### src/rtl/hazard_scoreboard_unit_if.sv
// Hazard scoreboard bundle: ID-stage operand info, writeback completion and
// branch resolution going in; pipeline enables, flush controls and the
// scoreboard debug vector coming out.
// Optional macro HAZARD_PERF_CNT_EN adds the stall_cycles / flush_events
// performance counter outputs.
interface hazard_scoreboard_unit_if #(
  parameter int REG_ADDR_W = 5,
  parameter int NUM_REGS   = 32
);
  logic                  id_valid;
  logic [REG_ADDR_W-1:0] rs1_id;
  logic [REG_ADDR_W-1:0] rs2_id;
  logic                  rs1_used;
  logic                  rs2_used;
  logic [REG_ADDR_W-1:0] rd_id;
  logic                  long_op_id;
  logic                  wb_valid;
  logic [REG_ADDR_W-1:0] wb_rd;
  logic                  branch_taken;

  logic                  PCWrite;
  logic                  IF_ID_Write;
  logic                  Control_flush;
  logic                  if_id_flush;
  logic [NUM_REGS-1:0]   pending;

`ifdef HAZARD_PERF_CNT_EN
  logic [31:0]           stall_cycles;
  logic [31:0]           flush_events;

  // Pipeline side: drives operands and events, observes the controls.
  modport master (
    output id_valid, rs1_id, rs2_id, rs1_used, rs2_used, rd_id, long_op_id,
           wb_valid, wb_rd, branch_taken,
    input  PCWrite, IF_ID_Write, Control_flush, if_id_flush, pending,
           stall_cycles, flush_events
  );

  // Hazard unit side.
  modport slave (
    input  id_valid, rs1_id, rs2_id, rs1_used, rs2_used, rd_id, long_op_id,
           wb_valid, wb_rd, branch_taken,
    output PCWrite, IF_ID_Write, Control_flush, if_id_flush, pending,
           stall_cycles, flush_events
  );
`else
  // Pipeline side: drives operands and events, observes the controls.
  modport master (
    output id_valid, rs1_id, rs2_id, rs1_used, rs2_used, rd_id, long_op_id,
           wb_valid, wb_rd, branch_taken,
    input  PCWrite, IF_ID_Write, Control_flush, if_id_flush, pending
  );

  // Hazard unit side.
  modport slave (
    input  id_valid, rs1_id, rs2_id, rs1_used, rs2_used, rd_id, long_op_id,
           wb_valid, wb_rd, branch_taken,
    output PCWrite, IF_ID_Write, Control_flush, if_id_flush, pending
  );
`endif
endinterface

### src/rtl/hazard_scoreboard_unit.sv
// Hazard controller for the in-order pipeline. A per-register pending-write
// scoreboard tracks outstanding long-latency producers (loads, multi-cycle
// ALU ops); an ID instruction reading a pending register is held with a
// bubble until the producer's writeback clears the bit. A small RUN/FLUSH
// FSM keeps IF/ID flushed for FETCH_LAT cycles after a taken branch.
// Optional macro HAZARD_PERF_CNT_EN adds saturating stall_cycles and
// flush_events counters.
module hazard_scoreboard_unit #(
  parameter int REG_ADDR_W = 5,
  parameter int NUM_REGS   = 32,
  parameter int FETCH_LAT  = 1,
  parameter int WB_BYPASS  = 1
) (
  input  logic                     clk,
  input  logic                     rst_n,
  hazard_scoreboard_unit_if.slave  hz
);

  localparam logic [0:0] ST_RUN   = 1'b0;
  localparam logic [0:0] ST_FLUSH = 1'b1;

  localparam int                CNT_W        = 4;
  localparam logic [CNT_W-1:0]  FLUSH_RELOAD = CNT_W'(FETCH_LAT - 1);
  localparam logic [CNT_W-1:0]  CNT_ONE      = CNT_W'(1);
  localparam bit                MULTI_FLUSH  = (FETCH_LAT > 1);
  localparam bit                BYPASS_EN    = (WB_BYPASS != 0);

  logic [0:0]          state;
  logic [0:0]          state_nxt;
  logic [CNT_W-1:0]    flush_cnt;
  logic [CNT_W-1:0]    flush_cnt_nxt;
  logic [NUM_REGS-1:0] pending_q;
  logic [NUM_REGS-1:0] pending_nxt;

  logic in_run;
  logic in_flush;
  logic hit_rs1;
  logic hit_rs2;
  logic stall;
  logic issue;
  logic wb_clear;

  // A source is blocked when it reads a pending register, unless that
  // register's producer is writing back this very cycle and the result is
  // forwarded into ID.
  function automatic logic src_hit(
    input logic                  used,
    input logic [REG_ADDR_W-1:0] src,
    input logic [NUM_REGS-1:0]   pend,
    input logic                  wb_v,
    input logic [REG_ADDR_W-1:0] wb_r
  );
    logic bypassed;
    bypassed = BYPASS_EN && wb_v && (wb_r == src);
    return used && (src != '0) && pend[src] && !bypassed;
  endfunction

  // Hazard detection and issue qualification for the instruction in ID.
  always_comb begin
    in_run   = (state == ST_RUN);
    in_flush = (state == ST_FLUSH);
    hit_rs1  = src_hit(hz.rs1_used, hz.rs1_id, pending_q, hz.wb_valid, hz.wb_rd);
    hit_rs2  = src_hit(hz.rs2_used, hz.rs2_id, pending_q, hz.wb_valid, hz.wb_rd);
    // A taken branch discards the ID instruction, so it never stalls.
    stall    = rst_n && hz.id_valid && (hit_rs1 || hit_rs2) && in_run &&
               !hz.branch_taken;
    issue    = hz.id_valid && !stall && in_run && !hz.branch_taken &&
               hz.long_op_id && (hz.rd_id != '0);
    wb_clear = hz.wb_valid && (hz.wb_rd != '0);
  end

  // Pipeline enables and flush controls; forced benign while in reset.
  always_comb begin
    hz.PCWrite       = !stall;
    hz.IF_ID_Write   = !stall;
    hz.Control_flush = rst_n && (stall || hz.branch_taken || in_flush);
    hz.if_id_flush   = rst_n && (hz.branch_taken || in_flush);
  end

  assign hz.pending = pending_q;

  // Scoreboard next state: clear on writeback, then set on issue so a new
  // producer of the same register wins over the old one's completion.
  always_comb begin
    pending_nxt = pending_q;
    for (int r = 1; r < NUM_REGS; r++) begin
      if (wb_clear && (int'(hz.wb_rd) == r)) pending_nxt[r] = 1'b0;
      if (issue && (int'(hz.rd_id) == r))    pending_nxt[r] = 1'b1;
    end
  end

  // Flush sequencer: a branch (re)loads the remaining-flush count; FLUSH
  // returns to RUN once the last counted cycle has been spent.
  always_comb begin
    state_nxt     = state;
    flush_cnt_nxt = flush_cnt;
    case (state)
      ST_RUN: begin
        if (hz.branch_taken && MULTI_FLUSH) begin
          state_nxt     = ST_FLUSH;
          flush_cnt_nxt = FLUSH_RELOAD;
        end
      end
      ST_FLUSH: begin
        if (hz.branch_taken) begin
          flush_cnt_nxt = FLUSH_RELOAD;
        end else if (flush_cnt <= CNT_ONE) begin
          state_nxt     = ST_RUN;
          flush_cnt_nxt = '0;
        end else begin
          flush_cnt_nxt = flush_cnt - CNT_ONE;
        end
      end
      default: begin
        state_nxt     = ST_RUN;
        flush_cnt_nxt = '0;
      end
    endcase
  end

  // State registers; reset discards every outstanding producer and flush.
  always_ff @(posedge clk) begin
    if (!rst_n) begin
      state     <= ST_RUN;
      flush_cnt <= '0;
      pending_q <= '0;
    end else begin
      state     <= state_nxt;
      flush_cnt <= flush_cnt_nxt;
      pending_q <= pending_nxt;
    end
  end

`ifdef HAZARD_PERF_CNT_EN
  logic [31:0] stall_cycles_q;
  logic [31:0] flush_events_q;

  function automatic logic [31:0] sat_inc(input logic [31:0] v);
    return (v == 32'hFFFF_FFFF) ? v : v + 32'd1;
  endfunction

  // Saturating event counters: stalled cycles and taken-branch cycles.
  always_ff @(posedge clk) begin
    if (!rst_n) begin
      stall_cycles_q <= '0;
      flush_events_q <= '0;
    end else begin
      if (stall)           stall_cycles_q <= sat_inc(stall_cycles_q);
      if (hz.branch_taken) flush_events_q <= sat_inc(flush_events_q);
    end
  end

  assign hz.stall_cycles = stall_cycles_q;
  assign hz.flush_events = flush_events_q;
`endif

endmodule
### src/flat_wrapper.sv
// flat-port wrapper written by rule: the top's interface ports become plain ports
module hazard_scoreboard_unit_flat 
#(
  parameter int REG_ADDR_W = 5,
  parameter int NUM_REGS   = 32,
  parameter int FETCH_LAT  = 1,
  parameter int WB_BYPASS  = 1
)
  (clk, rst_n, hz_id_valid, hz_rs1_id, hz_rs2_id, hz_rs1_used, hz_rs2_used, hz_rd_id, hz_long_op_id, hz_wb_valid, hz_wb_rd, hz_branch_taken, hz_PCWrite, hz_IF_ID_Write, hz_Control_flush, hz_if_id_flush, hz_pending);
  hazard_scoreboard_unit_if #(.REG_ADDR_W(REG_ADDR_W), .NUM_REGS(NUM_REGS)) hz_i ();
  input  logic clk;
  input  logic rst_n;
  input wire logic [$bits(hz_i.id_valid)-1:0] hz_id_valid;
  input wire logic [$bits(hz_i.rs1_id)-1:0] hz_rs1_id;
  input wire logic [$bits(hz_i.rs2_id)-1:0] hz_rs2_id;
  input wire logic [$bits(hz_i.rs1_used)-1:0] hz_rs1_used;
  input wire logic [$bits(hz_i.rs2_used)-1:0] hz_rs2_used;
  input wire logic [$bits(hz_i.rd_id)-1:0] hz_rd_id;
  input wire logic [$bits(hz_i.long_op_id)-1:0] hz_long_op_id;
  input wire logic [$bits(hz_i.wb_valid)-1:0] hz_wb_valid;
  input wire logic [$bits(hz_i.wb_rd)-1:0] hz_wb_rd;
  input wire logic [$bits(hz_i.branch_taken)-1:0] hz_branch_taken;
  output wire logic [$bits(hz_i.PCWrite)-1:0] hz_PCWrite;
  output wire logic [$bits(hz_i.IF_ID_Write)-1:0] hz_IF_ID_Write;
  output wire logic [$bits(hz_i.Control_flush)-1:0] hz_Control_flush;
  output wire logic [$bits(hz_i.if_id_flush)-1:0] hz_if_id_flush;
  output wire logic [$bits(hz_i.pending)-1:0] hz_pending;
  assign hz_i.id_valid = hz_id_valid;
  assign hz_i.rs1_id = hz_rs1_id;
  assign hz_i.rs2_id = hz_rs2_id;
  assign hz_i.rs1_used = hz_rs1_used;
  assign hz_i.rs2_used = hz_rs2_used;
  assign hz_i.rd_id = hz_rd_id;
  assign hz_i.long_op_id = hz_long_op_id;
  assign hz_i.wb_valid = hz_wb_valid;
  assign hz_i.wb_rd = hz_wb_rd;
  assign hz_i.branch_taken = hz_branch_taken;
  assign hz_PCWrite = hz_i.PCWrite;
  assign hz_IF_ID_Write = hz_i.IF_ID_Write;
  assign hz_Control_flush = hz_i.Control_flush;
  assign hz_if_id_flush = hz_i.if_id_flush;
  assign hz_pending = hz_i.pending;
  hazard_scoreboard_unit #(.REG_ADDR_W(REG_ADDR_W), .NUM_REGS(NUM_REGS), .FETCH_LAT(FETCH_LAT), .WB_BYPASS(WB_BYPASS)) u_core (.clk(clk), .rst_n(rst_n), .hz(hz_i));
endmodule
### config.mk
export PLATFORM = sky130hd
export DESIGN_NAME = hazard_scoreboard_unit_flat
export DESIGN_NICKNAME = d
export VERILOG_FILES = /design/src/rtl/hazard_scoreboard_unit_if.sv /design/src/rtl/hazard_scoreboard_unit.sv /design/src/flat_wrapper.sv
export SDC_FILE = /design/constraint.sdc
export NUM_CORES = 1
export LEC_CHECK = 0
export CORE_UTILIZATION = 49
export DETAILED_ROUTE_END_ITERATION = 12
export GPL_TIMING_DRIVEN = 0
export MAX_ROUTING_LAYER = met4
export PLACE_DENSITY = 0.76
export SETUP_SLACK_MARGIN = 0.4
export SYNTH_ARGS = -nofsm -noshare
export SYNTH_HDL_FRONTEND = slang
export SYNTH_SLANG_ARGS = --single-unit
### constraint.sdc
create_clock -name clk -period 2.72 [get_ports clk]
set_input_delay 0.408 -clock clk [delete_from_list [all_inputs] [get_ports clk]]
set_output_delay 0.408 -clock clk [all_outputs]
set_load 0.005 [all_outputs]
==> summary.md <==
| Metric | Value |
|---|---|
| Post-Syn Instances | `277` |
| GP Congestion | `around 0.94` |
| Yosys warns | `0` |
| CTS tree | `built` |
| RSZ-0062 raised after global routing | `true` |
| Critical Path, Cell by Cell | `mux4_2 -> nor2b_2 -> o31a_1 -> a2111oi_4 -> or2_1 -> buf_6 -> buf_8 -> nand2_4 -> buf_6 -> buf_6` |
| Final Critical Period | `between 2 and 3 ns` |
| Final period util | `104%` |
| Crit path launch type | `flop` |
| Congestion Overflow GR | `0` |
| Num CTS Buffers | `5` |
| DRC Markers | `0` |
| Fmax | `about 0.35 GHz` |
| H-tree levels | `2` |
| Top-area cell type share of the netlist area | `approximately 29%` |
| Met2 WL | `4.91 mm` |
| Syn avg cell area | `~9 µm²` |
| Chip width | `around 73 µm` |
| Top-Level Pins | `between 60 and 70` |
| Die area | `5380 µm²` |
| Nets | `396` |
| Layout cell share with drive strength beyond 1 | `approximately a third` |
| # rows | `25` |
| Antenna fix cells | `0` |
| Synth unique cells | `between 50 and 60` |
| Routed Antenna Nets | `0` |
| Clk Latency, worst-skew pair | `0.29 ns` |
| CTS Sinks | `36` |
| Placed Instances | `401` |
| Pre-antenna DRT Iters | `4` |
| Cell with the most instances on the worst path | `buf_6` |
| All-Layer GR Usage | `a little over a third` |
| Max Cap Viol | `0` |
| DR iter-0 viols | `about 340` |
| Max clock buf depth | `2` |
| Status | `complete, but fails checks` |
| Kind of critical path | `reg -> out` |
| Count leader, synth | `dfxtp_1` |
| Met3 WL | `978 µm` |
| Hold_ws | `between 0.5 and 0.6 ns` |
| Pwr dens | `303 nW/µm²` |
| Non-filler cells, final | `between 400 and 500` |
| CTS root buffer | `clkbuf_8` |
| Global-route wire length before repair | `roughly 14 mm` |
| Final WS setup | `-0.112 ns` |
| Placed Area | `3170 µm²` |
| Post-synth top flop | `dfxtp_1` |
| Yosys reg bits | `36` |
| Pleak | `around 0.0014 µW` |
| Async S/R FF share, synth | `0%` |
| Skew final | `roughly 0.0076 ns` |
| Slowest-stage cell, CP | `mux4_2` |
| Top Layer Used | `met4` |
| Clock transition at path regs | `0.07 ns` |
| Syn nets | `roughly 300` |
| Relative slew margins | `57.1%` |
| Fin. Hold Viols | `0` |
| Worst IR Drop VDD | `0.000333 V` |
| Total power | `1210 µW` |
| Synthesized area | `between 2000 and 2500 µm²` |
| Layout area overhead | `60.5%` |
| Least-Margin Pin Slew | `approximately 0.64 ns` |
| Fin. max-slew vios | `0` |
| Initial antenna violation count | `0` |
| Die height | `between 70 and 80 µm` |
| Initial Util | `between 50% and 60%` |
| Fin Setup TNS | `-0.166 ns` |
| Worst EP required | `~2.3 ns` |
| Area leader, netlist | `dfxtp_1` |
| Largest net degree at the start of global routing | `11` |
| Failing checks | `setup timing` |
| Sequential area share after synthesis | `28.9%` |
| Vias | `~3000` |
| Total wire length | `a little over 10 mm` |
| Wire length per cell | `approximately 24 µm` |
| Worst Hold Class | `reg -> reg` |
| CORE AREA | `between 4000 and 5000 µm²` |
| Number of global-route vias before repair | `about 2800` |
| Post-synth top cells | `dfxtp_1, o31ai_1, o211ai_1, nand3_1, nand2_1` |
| Met1 WL | `3.79 mm` |
| Slowest stage delay, CP | `0.49 ns` |
| Final setup fails | `2` |
| Buffers on Ports | `57` |
| DPL Wire Length | `~6 mm` |
| CP Capture Type | `primary output` |
| Design Area, Final | `4000 µm²` |
| Dominant cells by area after synthesis | `dfxtp_1, o31ai_1, o211ai_1` |
| WP data arrival | `roughly 2.4 ns` |
| Via density | `approximately 6.9` |
| Critical-path maximum fanout | `4` |
| Post-synth EDFFs | `0` |
metrics by stage:
step	utilization [%]	worst slack (ns)
floorplan	-	0.251
global placement	65.7	-1.00
detailed placement	65.7	-1.01
CTS	75.8	-0.109
global route	83.1	-0.150
finish	83.1	-0.112
cell usage in the layout (no fill, tap or decap), drive strengths merged, types with 8 or more instances in the layout:
cell            n
nand2          16
clkbuf         24
nor2            8
mux2i          14
clkdlybuf4s50  46
o21ai           8
nand3          18
nor2b          14
o31ai          28
dfxtp          36
buf            43
o211ai         21
layout make-up:
type	instances	area, µm²
inverter	3	11.3
fill	269	813
timing repair buffer	82	792
buffer	26	239
tap	67	83.8
clock buffer	8	90.1
multi-input combinational	212	2050
sequential	36	734
power by group:
group          switching [µW]  leakage [µW]  internal [µW]
Clock                     189     0.0000455            207
Sequential               2.48      0.000295            528
Combinational             160       0.00106            127
worst paths after layout:
| path | start | endpoint | slack, ns | cells past startpoint |
|---|---|---|---|---|
| worst max-delay path | u_core.hz.pending[7] | hz_PCWrite | -0.11 | 10 |
| worst min-delay path | u_core.hz.pending[8] | u_core.hz.pending[8] | 0.51 | 2 |
| worst max register to register | u_core.hz.pending[7] | u_core.hz.pending[9] | 0.20 | 10 |
| worst min register to register | u_core.hz.pending[8] | u_core.hz.pending[8] | 0.51 | 2 |
registers in the layout, indices dropped and copies added, names as in the netlist:
signal,cells
u_core.flush_cnt,4
u_core.hz.pending,31
u_core.in_flush,1
per-layer routing:
| layer | up-vias | track usage (%) |
|---|---|---|
| met1 | 1413 | 43.4 |
| met3 | 66 | 5.62 |
| li1 | 1262 | - |
| met4 | 0 | 17.3 |
| met2 | 250 | 57.3 |
| met5 | - | - |
logic make-up after synthesis:
logic type / share of synthesized area, %
DFF: 28.9
xor gates and xnor gates: 3.51
muxes: 14.5
adders and majority gates: 1.00
other: 0.150
AOI/OAI and AO/OA: 24.5
buffers and inverters: 6.87
and+or+nand+nor: 20.6
timing repair:
| action | CTS | global route |
|---|---|---|
| setup buffers | 18 | 5 |
| gates resized for setup | 71 | 76 |
| cloned | 2 | 0 |
| pin swaps | 16 | 26 |
| hold buffers | 0 | 0 |
| setup endpoints to repair | 35 | 35 |
| endpoints found under the hold margin | 0 | 0 |
worst max-delay path, delay by kind of cell, from the launching register on:
family          cells  cell delay [ns]
simple gates        3             0.55
mux                 1             0.49
buf+inv             4             0.40
flops               1             0.35
compound gates      2             0.33
Power figures use the tool's default switching activity.
